### src/rtl/aes2_seq_pkg.sv
// Shared types and constants for the AES2 register-bus sequencer: FSM states,
// the AES2 register map offsets and the response error codes.
package aes2_seq_pkg;

  typedef enum logic [2:0] {
    ST_IDLE,
    ST_WR_KEY,
    ST_WR_DIN,
    ST_WR_START,
    ST_POLL,
    ST_RD_DOUT,
    ST_RESP
  } state_e;

  localparam logic [7:0] REG_CTRL   = 8'h00;
  localparam logic [7:0] REG_STATUS = 8'h04;
  localparam logic [7:0] REG_KEY    = 8'h10;
  localparam logic [7:0] REG_DIN    = 8'h20;
  localparam logic [7:0] REG_DOUT   = 8'h30;

  localparam logic [1:0] ERR_OK  = 2'b00;
  localparam logic [1:0] ERR_BUS = 2'b01;
  localparam logic [1:0] ERR_TMO = 2'b10;

  localparam logic [31:0] AES2_BASE_DEFAULT = 32'h1010_0000;
  localparam logic [31:0] CMD_START         = 32'h0000_0001;
  localparam logic [3:0]  WSTRB_ALL         = 4'hF;

  // Byte offset of word idx (0..3) inside a four-word register group.
  function automatic logic [7:0] word_offset(input logic [7:0] group, input logic [1:0] idx);
    return group + {4'h0, idx, 2'b00};
  endfunction

endpackage

### src/rtl/aes2_seq_bus_master.sv
// Single-beat register-bus master: presents the request while req_i is high and
// returns a one-cycle done/err pulse with the read data when the slave completes it.
module aes2_seq_bus_master
  import aes2_seq_pkg::*;
#(
  parameter int unsigned ADDR_WIDTH = 32,
  parameter int unsigned DATA_WIDTH = 32
) (
  input  logic                  req_i,
  input  logic [ADDR_WIDTH-1:0] addr_i,
  input  logic                  write_i,
  input  logic [DATA_WIDTH-1:0] wdata_i,
  output logic                  done_o,
  output logic                  err_o,
  output logic [DATA_WIDTH-1:0] rdata_o,
  output logic [ADDR_WIDTH-1:0] bus_addr_o,
  output logic                  bus_write_o,
  output logic [DATA_WIDTH-1:0] bus_wdata_o,
  output logic [3:0]            bus_wstrb_o,
  output logic                  bus_valid_o,
  input  logic                  bus_ready_i,
  input  logic [DATA_WIDTH-1:0] bus_rdata_i,
  input  logic                  bus_error_i
);

  // The caller holds req/addr/data constant until done_o, so the request is
  // forwarded combinationally; this keeps back-to-back beats free of bubbles.
  assign bus_valid_o = req_i;
  assign bus_addr_o  = addr_i;
  assign bus_write_o = write_i;
  assign bus_wdata_o = wdata_i;
  assign bus_wstrb_o = WSTRB_ALL;

  assign done_o  = req_i & bus_ready_i;
  assign err_o   = done_o & bus_error_i;
  assign rdata_o = bus_rdata_i;

endmodule

### src/rtl/aes2_reg_sequencer.sv
// Runs one AES2 block operation end to end: key/din writes, start, status poll,
// result read-back. Optional key cache selected by AES2_SEQ_KEY_CACHE_EN.
module aes2_reg_sequencer
  import aes2_seq_pkg::*;
#(
  parameter int unsigned           ADDR_WIDTH  = 32,
  parameter int unsigned           DATA_WIDTH  = 32,
  parameter logic [ADDR_WIDTH-1:0] BASE_ADDR   = ADDR_WIDTH'(AES2_BASE_DEFAULT),
  parameter int unsigned           TIMEOUT_CYC = 1024
) (
  input  logic                  clk_i,
  input  logic                  rst_ni,
  input  logic                  job_valid_i,
  output logic                  job_ready_o,
  input  logic [127:0]          job_key_i,
  input  logic [127:0]          job_din_i,
  output logic                  resp_valid_o,
  input  logic                  resp_ready_i,
  output logic [127:0]          resp_dout_o,
  output logic [1:0]            resp_err_o,
  output logic                  busy_o,
  output logic [ADDR_WIDTH-1:0] bus_addr_o,
  output logic                  bus_write_o,
  output logic [DATA_WIDTH-1:0] bus_wdata_o,
  output logic [3:0]            bus_wstrb_o,
  output logic                  bus_valid_o,
  input  logic                  bus_ready_i,
  input  logic [DATA_WIDTH-1:0] bus_rdata_i,
  input  logic                  bus_error_i
);

  localparam int unsigned     TMO_W    = $clog2(TIMEOUT_CYC + 1);
  localparam logic [TMO_W-1:0] TMO_LAST = TMO_W'(TIMEOUT_CYC - 1);

  state_e             state_q, state_d;
  logic [1:0]         word_q, word_d;
  logic [TMO_W-1:0]   tmo_q, tmo_d;
  logic [127:0]       dout_q, dout_d;
  logic [1:0]         err_q, err_d;
  logic [127:0]       key_q, din_q;

  logic                  req, req_write;
  logic [7:0]            req_off;
  logic [DATA_WIDTH-1:0] req_wdata;
  logic [ADDR_WIDTH-1:0] req_addr;
  logic                  beat_done, beat_err;
  logic [DATA_WIDTH-1:0] beat_rdata;
  logic                  accept, key_hit;

  assign accept   = (state_q == ST_IDLE) && job_valid_i;
  assign req_addr = BASE_ADDR + ADDR_WIDTH'(req_off);

  always_comb begin
    // NOTE: every signal written here gets a default first, so no path can
    // leave one unassigned and infer a latch.
    state_d   = state_q;
    word_d    = word_q;
    tmo_d     = tmo_q;
    dout_d    = dout_q;
    err_d     = err_q;
    req       = 1'b0;
    req_write = 1'b0;
    req_off   = REG_CTRL;
    req_wdata = '0;

    unique case (state_q)
      ST_IDLE: begin
        if (job_valid_i) begin
          state_d = key_hit ? ST_WR_DIN : ST_WR_KEY;
          dout_d  = '0;
          err_d   = ERR_OK;
        end
      end
      ST_WR_KEY: begin
        req       = 1'b1;
        req_write = 1'b1;
        req_off   = word_offset(REG_KEY, word_q);
        req_wdata = key_q[{word_q, 5'd0} +: 32];
        if (beat_done) begin
          word_d = word_q + 2'd1;
          if (word_q == 2'd3) state_d = ST_WR_DIN;
        end
      end
      ST_WR_DIN: begin
        req       = 1'b1;
        req_write = 1'b1;
        req_off   = word_offset(REG_DIN, word_q);
        req_wdata = din_q[{word_q, 5'd0} +: 32];
        if (beat_done) begin
          word_d = word_q + 2'd1;
          if (word_q == 2'd3) state_d = ST_WR_START;
        end
      end
      ST_WR_START: begin
        req       = 1'b1;
        req_write = 1'b1;
        req_off   = REG_CTRL;
        req_wdata = CMD_START;
        if (beat_done) state_d = ST_POLL;
      end
      ST_POLL: begin
        req     = 1'b1;
        req_off = REG_STATUS;
        tmo_d   = tmo_q + 1'b1;
        // A done read in the final timeout cycle still wins over the timeout.
        if (beat_done && beat_rdata[0]) begin
          state_d = ST_RD_DOUT;
        end else if (tmo_q == TMO_LAST) begin
          state_d = ST_RESP;
          err_d   = ERR_TMO;
          dout_d  = '0;
        end
      end
      ST_RD_DOUT: begin
        req     = 1'b1;
        req_off = word_offset(REG_DOUT, word_q);
        if (beat_done) begin
          dout_d[{word_q, 5'd0} +: 32] = beat_rdata;
          word_d = word_q + 2'd1;
          if (word_q == 2'd3) state_d = ST_RESP;
        end
      end
      ST_RESP: begin
        if (resp_ready_i) state_d = ST_IDLE;
      end
      default: state_d = ST_IDLE;
    endcase

    if (beat_err) begin
      state_d = ST_RESP;
      err_d   = ERR_BUS;
      dout_d  = '0;
    end
    if (state_d != state_q) word_d = '0;
    if ((state_d == ST_POLL) && (state_q != ST_POLL)) tmo_d = '0;
  end

  always_ff @(posedge clk_i or negedge rst_ni) begin
    if (!rst_ni) begin
      state_q <= ST_IDLE;
      word_q  <= '0;
      tmo_q   <= '0;
      dout_q  <= '0;
      err_q   <= ERR_OK;
    end else begin
      state_q <= state_d;
      word_q  <= word_d;
      tmo_q   <= tmo_d;
      dout_q  <= dout_d;
      err_q   <= err_d;
    end
  end

  // NOTE: job operands are pure datapath captured on accept and never read
  // before that, so they carry no reset.
  always_ff @(posedge clk_i) begin
    if (accept) begin
      key_q <= job_key_i;
      din_q <= job_din_i;
    end
  end

`ifdef AES2_SEQ_KEY_CACHE_EN
  logic [127:0] cache_key_q;
  logic         key_valid_q;
  logic         enter_resp;

  assign enter_resp = (state_q != ST_RESP) && (state_d == ST_RESP);
  assign key_hit    = key_valid_q && (job_key_i == cache_key_q);

  // The cache is trusted only after a clean completion; any error invalidates it.
  always_ff @(posedge clk_i or negedge rst_ni) begin
    if (!rst_ni)         key_valid_q <= 1'b0;
    else if (enter_resp) key_valid_q <= (err_d == ERR_OK);
  end

  always_ff @(posedge clk_i) begin
    if (enter_resp && (err_d == ERR_OK)) cache_key_q <= key_q;
  end
`else
  assign key_hit = 1'b0;
`endif

  aes2_seq_bus_master #(
    .ADDR_WIDTH (ADDR_WIDTH),
    .DATA_WIDTH (DATA_WIDTH)
  ) u_bus_master (
    .req_i       (req),
    .addr_i      (req_addr),
    .write_i     (req_write),
    .wdata_i     (req_wdata),
    .done_o      (beat_done),
    .err_o       (beat_err),
    .rdata_o     (beat_rdata),
    .bus_addr_o  (bus_addr_o),
    .bus_write_o (bus_write_o),
    .bus_wdata_o (bus_wdata_o),
    .bus_wstrb_o (bus_wstrb_o),
    .bus_valid_o (bus_valid_o),
    .bus_ready_i (bus_ready_i),
    .bus_rdata_i (bus_rdata_i),
    .bus_error_i (bus_error_i)
  );

  // Ready is gated by reset so every handshake output reads low while held in reset.
  assign job_ready_o  = (state_q == ST_IDLE) && rst_ni;
  assign busy_o       = (state_q != ST_IDLE);
  assign resp_valid_o = (state_q == ST_RESP);
  assign resp_dout_o  = dout_q;
  assign resp_err_o   = err_q;

endmodule

### config.mk
export PLATFORM = sky130hd
export DESIGN_NAME = aes2_reg_sequencer
export DESIGN_NICKNAME = d
export VERILOG_FILES = /design/src/rtl/aes2_seq_pkg.sv /design/src/rtl/aes2_seq_bus_master.sv /design/src/rtl/aes2_reg_sequencer.sv
export SDC_FILE = /design/constraint.sdc
export NUM_CORES = 1
export LEC_CHECK = 0
export CORE_UTILIZATION = 40
export CTS_CLUSTER_SIZE = 10
export DETAILED_ROUTE_END_ITERATION = 7
export PLACE_DENSITY = 0.74
export SLEW_MARGIN = 10
export SYNTH_ARGS = -nofsm -noshare
export SYNTH_HDL_FRONTEND = slang
export SYNTH_HIERARCHICAL = 1
export SYNTH_SLANG_ARGS = --single-unit
### constraint.sdc
create_clock -name clk_i -period 6.25 [get_ports clk_i]
set_clock_uncertainty 0.2 [all_clocks]
set_input_delay 1.25 -clock clk_i [delete_from_list [all_inputs] [get_ports clk_i]]
set_output_delay 1.25 -clock clk_i [all_outputs]
set_load 0.02 [all_outputs]
### Yosys cells after proc, flatten, opt, wreduce, memory -nomap -nowiden

Index checks and enable logic that the tools add are counted.

* output and inout port bits: 203
* logic and storage cells: 86
* bits of input ports: 294
* register bits after elaboration: 402

* equal/unequal tests: 15
* add/subtract/negate cells: 7
* muxes and demuxes: 34
* reductions and logical operators: 17
* shifts and indexed selects: 4
* bitwise gates (word level): 2

Operators with widths (count)
* $mux W128: 5
* $pmux W128 S3: 1
* $shiftx A128 B8 Y32: 2
* $bwmux W128: 1
* $shift A32 B9 Y128 const A: 1
* $shiftx A32 B9 Y128: 1
* $pmux W32 S3: 1
* $mux W3: 12
* $add A29 B8 Y30 const A: 1
* $pmux W7 S4: 1
* $mux W11: 2
* $pmux W3 S7: 1
* $ne A3 B3 Y1 const B: 5
* $add A6 B4 Y7 const A: 2
* $mux W2: 7
* $eq A3 B3 Y1 const B: 4
* $add A11 B1 Y11 const B: 1
* $eq A11 B10 Y1 const B: 1
* $neg A7 Y9: 1
* $add A5 B4 Y6 const A: 1
* $eq A3 B2 Y1 const B: 2
* $reduce_bool A2 Y1: 3
* $reduce_bool A3 Y1: 2
* $reduce_or A3 Y1: 2
* other kinds (14): 19

### Logic depth before layout (Yosys ltp)

* depth after elaboration: 11
* gate-level depth with buffers: 12
* gate-level depth less buffers: 9

### Modules after synthesis

The synthesis kept the hierarchy.

By module, submodules not included
* aes2_reg_sequencer: instances 1, cells each 881, seq. area each 11340.9 µm², area each 15494.9 µm²
* aes2_seq_bus_master: instances 1, cells each 105, seq. area each 0.0 µm², area each 782.0 µm²

### Worst setup path before layout

Ideal clock, no wire load.

* path kind: input to register
* from: in job_valid_i
* to: reg din_q[0] (enable)
* path buffers: 0
* arrival: 6.456 ns
* data required time: 5.443 ns
* cell stages on the path: 3
* setup time: 0.607 ns
* setup slack: -1.013 ns
* path through: nor2b_1 > nand2_1 > inv_1

* longest elaborated chain between the ends: 1

Ends and longest elaborated chain
* from (decl): line aes2_reg_sequencer.sv:13 `input logic job_valid_i,`
* $logic_and A1 B1 Y1: line aes2_reg_sequencer.sv:50 `assign accept = (state_q == ST_IDLE) && job_valid_i;`
* via accept: line aes2_reg_sequencer.sv:48 `logic accept, key_hit;`
* to (signal assigned): line aes2_reg_sequencer.sv:159 `din_q <= job_din_i;`
* to (decl): line aes2_reg_sequencer.sv:40 `logic [127:0] key_q, din_q;`

The timed path passes the listed nets, and every way through them passes these cells.
A chain may end at the register's enable or synchronous reset.

### Final worst setup path

* from: reg state_q[2]
* to: out bus_wdata_o[0]

* longest elaborated chain between the ends: 2
* elaborated cells between the ends (all ways): 4
* those cells by class: 3 x eq/ne; 1 x mux

Ends and longest elaborated chain
* from (decl): line aes2_reg_sequencer.sv:35 `state_e state_q, state_d;`
* from (signal assigned): line aes2_reg_sequencer.sv:146 `state_q <= state_d;`
* $eq A3 B2 Y1 / $eq A3 B1 Y1 (equally long branches): line aes2_reg_sequencer.sv:66 `unique case (state_q)`
* $pmux W32 S3 (*): line aes2_reg_sequencer.sv:66
* to (decl): line aes2_reg_sequencer.sv:24 `output logic [DATA_WIDTH-1:0] bus_wdata_o,`

Every way passes the cells marked *; elsewhere a longest branch is shown, timed or not.

==> key figures <==
CTS
  – Clock Latency Late Sink: 0.56 ns
  – H-tree Lvls: 2
  – Max clock buf depth: 3
  – Clk root buf: clkbuf_16
  – Reg clk slew, reported paths: 0.06 ns
  – CTS tree: built
  – CTS Buf Count: 47
  – Sink Count: ~400
  – Postcts setup bufs: 0
  – Hold Buf Count CTS: 0
  – # resized after CTS: 0

Placed design
  – Placement Cell Area: between 0.02 and 0.025 mm2
  – Dpl ws: about 1.8 ns
  – Final HPWL DP: 29000 um
  – PortBufs: roughly 460
  – Routability congestion estimate: about 0.83
  – Placed cells: around 1900

Setup path
  – Required time of the worst setup path: 4.80 ns
  – Setup crit start kind: flip-flop
  – Arrival time at the worst endpoint: around 3.5 ns
  – CP Max Fanout: 26
  – Worst Setup Path Type: reg -> out
  – R2R depth: 10
  – Register-to-register setup slack: between 2 and 2.5 ns
  – Worst r2r dst: resp_dout_o[86]
  – RR Startpoint: state_q[0]
  – Element type at the critical path end: output pin

Yosys
  – Mean Syn Cell Area: approximately 17 um2
  – Async SR Flop Fraction: 0.363
  – Cell Area, Synth: around 0.016 mm2
  – Ys Warns: 6
  – Yosys cell types: 48
  – EDFF count, synth: around 260
  – Sequential area share after synthesis: 0.697
  – Main flop type after synthesis: edfxtp_1
  – Syn Inst Count: between 900 and 1000
  – Synthesis-stage register bit count: about 400

Min path
  – Hold EP: resp_dout_o[97]
  – HP Start: resp_dout_o[97]
  – Tightest Hold Check Type: reg -> reg
  – Hold Path Depth: 1

Routing
  – Met3 WL post-DR: 4130 um
  – Avg WL per Cell: ~22 um
  – Pre-antenna DRT Iters: 5
  – Top sig layer: met5
  – # DRC: 0
  – Vias per cell: 5.28
  – Initial DRC count: between 500 and 600
  – Detailed Route WL: between 40000 and 50000 um
  – Routed length on met1: between 15000 and 20000 um
  – DR vias: 10200
  – Number of routed nets with antenna violations: 0
  – Length of routed met2 wiring: around 21000 um

STA
  – Least-Margin Pin Slew: around 1.1 ns
  – Final Max Tran Viols: 0
  – Final hold vios: 0
  – Final setup violation count: 0
  – Post-route minimum period: roughly 5 ns
  – Max frequency: between 0.2 and 0.25 GHz
  – Fin Hold WS: ~0.3 ns
  – Setup tns final: 0 ns
  – Worst Slack Setup Final: roughly 1.3 ns
  – Rel. slew slack: 0.266
  – Period utilization: 0.792
  – RSZ-0062 raised after global routing: false

Floorplan
  – Die footprint: between 0.04 and 0.05 mm2
  – Die W: slightly above 200 um
  – Io pins: between 400 and 500
  – Die span in y: between 200 and 250 um
  – Starting Density: 0.408
  – # rows: between 70 and 80
  – Core area: about 0.040 mm2

Cells and area
  – Most frequent cells in the layout: clkdlybuf4s50_1 (463), edfxtp_1 (256), dfrtp_1 (144)
  – Layout Nets: approximately 1700
  – Non-filler cells, final: 1924
  – Share of cells above drive strength 1: 0.112
  – Design Area, Final: between 0.02 and 0.025 mm2
  – Most common cell after layout, fill and taps aside: clkdlybuf4s50_1
  – Area Overhead vs Synth: 35.7%

Pwr
  – Pleak: 0.00818 uW
  – Power per standard cell area: between 300 and 400 mW/mm2
  – Max IR drop VDD: approximately 0.26 mV

Status
  – Outcome: completed

GRT
  – First-pass GRT wire length: ~64000 um
  – Pin count of the biggest net entering global routing: 133
  – Overall Global Routing Usage: 0.206
  – Number of global-route vias before repair: 10900
  – Initial antenna violation count: 4
  – GRT overflow: 0

Job
  – Max-cap violation count: 0
[cell usage after synthesis (2+ instances only)]
| master | number | area share |
|---|---|---|
| nor3_4 | 3 | 0.0030 |
| clkbuf_1 | 17 | 0.0039 |
| a21o_1 | 2 | 0.00092 |
| nor4_1 | 3 | 0.0012 |
| o21ai_1 | 4 | 0.0012 |
| nand2b_1 | 3 | 0.0012 |
| edfxtp_1 | 256 | 0.47 |
| conb_1 | 3 | 0.00069 |
| nand4_1 | 3 | 0.0012 |
| inv_1 | 4 | 0.00092 |
| o21ai_0 | 18 | 0.0055 |
| and2_1 | 4 | 0.0015 |
| nand3_1 | 4 | 0.0012 |
| mux4_2 | 64 | 0.089 |
| buf_1 | 5 | 0.0012 |
| or2_2 | 2 | 0.00077 |
| a22o_1 | 128 | 0.069 |
| nor3b_1 | 2 | 0.00092 |
| and3_1 | 4 | 0.0015 |
| o21bai_1 | 2 | 0.00092 |
| xor2_1 | 2 | 0.0011 |
| clkinv_1 | 2 | 0.00046 |
| nor2_1 | 10 | 0.0023 |
| buf_4 | 109 | 0.050 |
| nand2_1 | 81 | 0.019 |
| o311ai_0 | 5 | 0.0027 |
| a32oi_1 | 2 | 0.0011 |
| or3_1 | 3 | 0.0012 |
| nor2b_1 | 5 | 0.0019 |
| buf_6 | 9 | 0.0062 |
| ha_1 | 5 | 0.0038 |
| a21oi_1 | 41 | 0.013 |
| and4_1 | 2 | 0.0011 |
| buf_2 | 19 | 0.0058 |
| dfrtp_1 | 146 | 0.22 |
| xnor2_1 | 2 | 0.0011 |
[cell type report]
class	count	area, um2
antenna	1	2.50
clock buffer	59	1280
clock inverter	3	18.8
fill	3199	17800
inverter	6	26.3
multi-input combinational	448	3960
sequential	402	11300
tap	525	657
timing repair buffer	480	4790
[where the power goes]
group	internal (uW)	leakage (uW)	total [uW]	switching, uW
logic	984	0.00318	2350	1370
registers	3280	0.00437	3470	186
clock network	1410	0.000630	2410	994
[cells by family (layout without fill, tap and decap cells)]
kind of cell / count (synthesis) / after routing / synth area share
XOR/XNOR: 4 / 4 / 0.00215
adder cells (fa/ha/maj): 5 / 5 / 0.00384
AO/OA/AOI/OAI: 206 / 206 / 0.0965
multiplexers: 66 / 66 / 0.0899
buffers and inverters: 165 / 548 / 0.0688
flip-flops: 402 / 402 / 0.697
other: 3 / 33 / 0.000692
AND/OR/NAND/NOR: 135 / 135 / 0.0414
[worst max-delay path by stage]
stage                     start               to  slack, ns  depth (start not counted)
finish               state_q[2]   bus_wdata_o[0]       1.30                          7
global route         state_q[2]   bus_wdata_o[0]       1.03                          7
CTS                  state_q[2]   bus_wdata_o[0]       1.23                          7
detailed placement  bus_error_i  resp_dout_o[90]       1.82                          8
global placement     state_q[2]   bus_wdata_o[0]       1.86                          7
floorplan           job_valid_i         din_q[0]       0.34                          3
[layer usage]
| metal | up-vias | GRT usage |
|---|---|---|
| met5 | - | 0 |
| met4 | 6 | 0.0827 |
| met3 | 81 | 0.0735 |
| met2 | 497 | 0.338 |
| met1 | 5109 | 0.245 |
| li1 | 4459 | - |
[per-stage QoR]
stage | util | total power, uW
3_5_place_dp | 0.521 | 5880
4_1_cts | 0.553 | 8320
3_3_place_gp | 0.521 | 5830
5_1_grt | 0.553 | 8590
2_1_floorplan | - | 5080
6_report | 0.553 | 8230
[worst max-delay path: stages (launching register included)]
cell and delay, ns:
dfrtp_1 0.66, nor3b_4 0.30, buf_4 0.42, mux4_2 0.37
mux2_2 0.32, o21ai_0 0.15, a21oi_1 0.08, clkdlybuf4s50_1 0.61
[sequential cells by signal, indices dropped and copies added, names as in the netlist]
register	flops
din_q	128
key_q	128
resp_dout_o	128
resp_err_o	2
state_q	3
tmo_q	11
word_q	2
No activity file was read; power rests on OpenSTA's default activity.
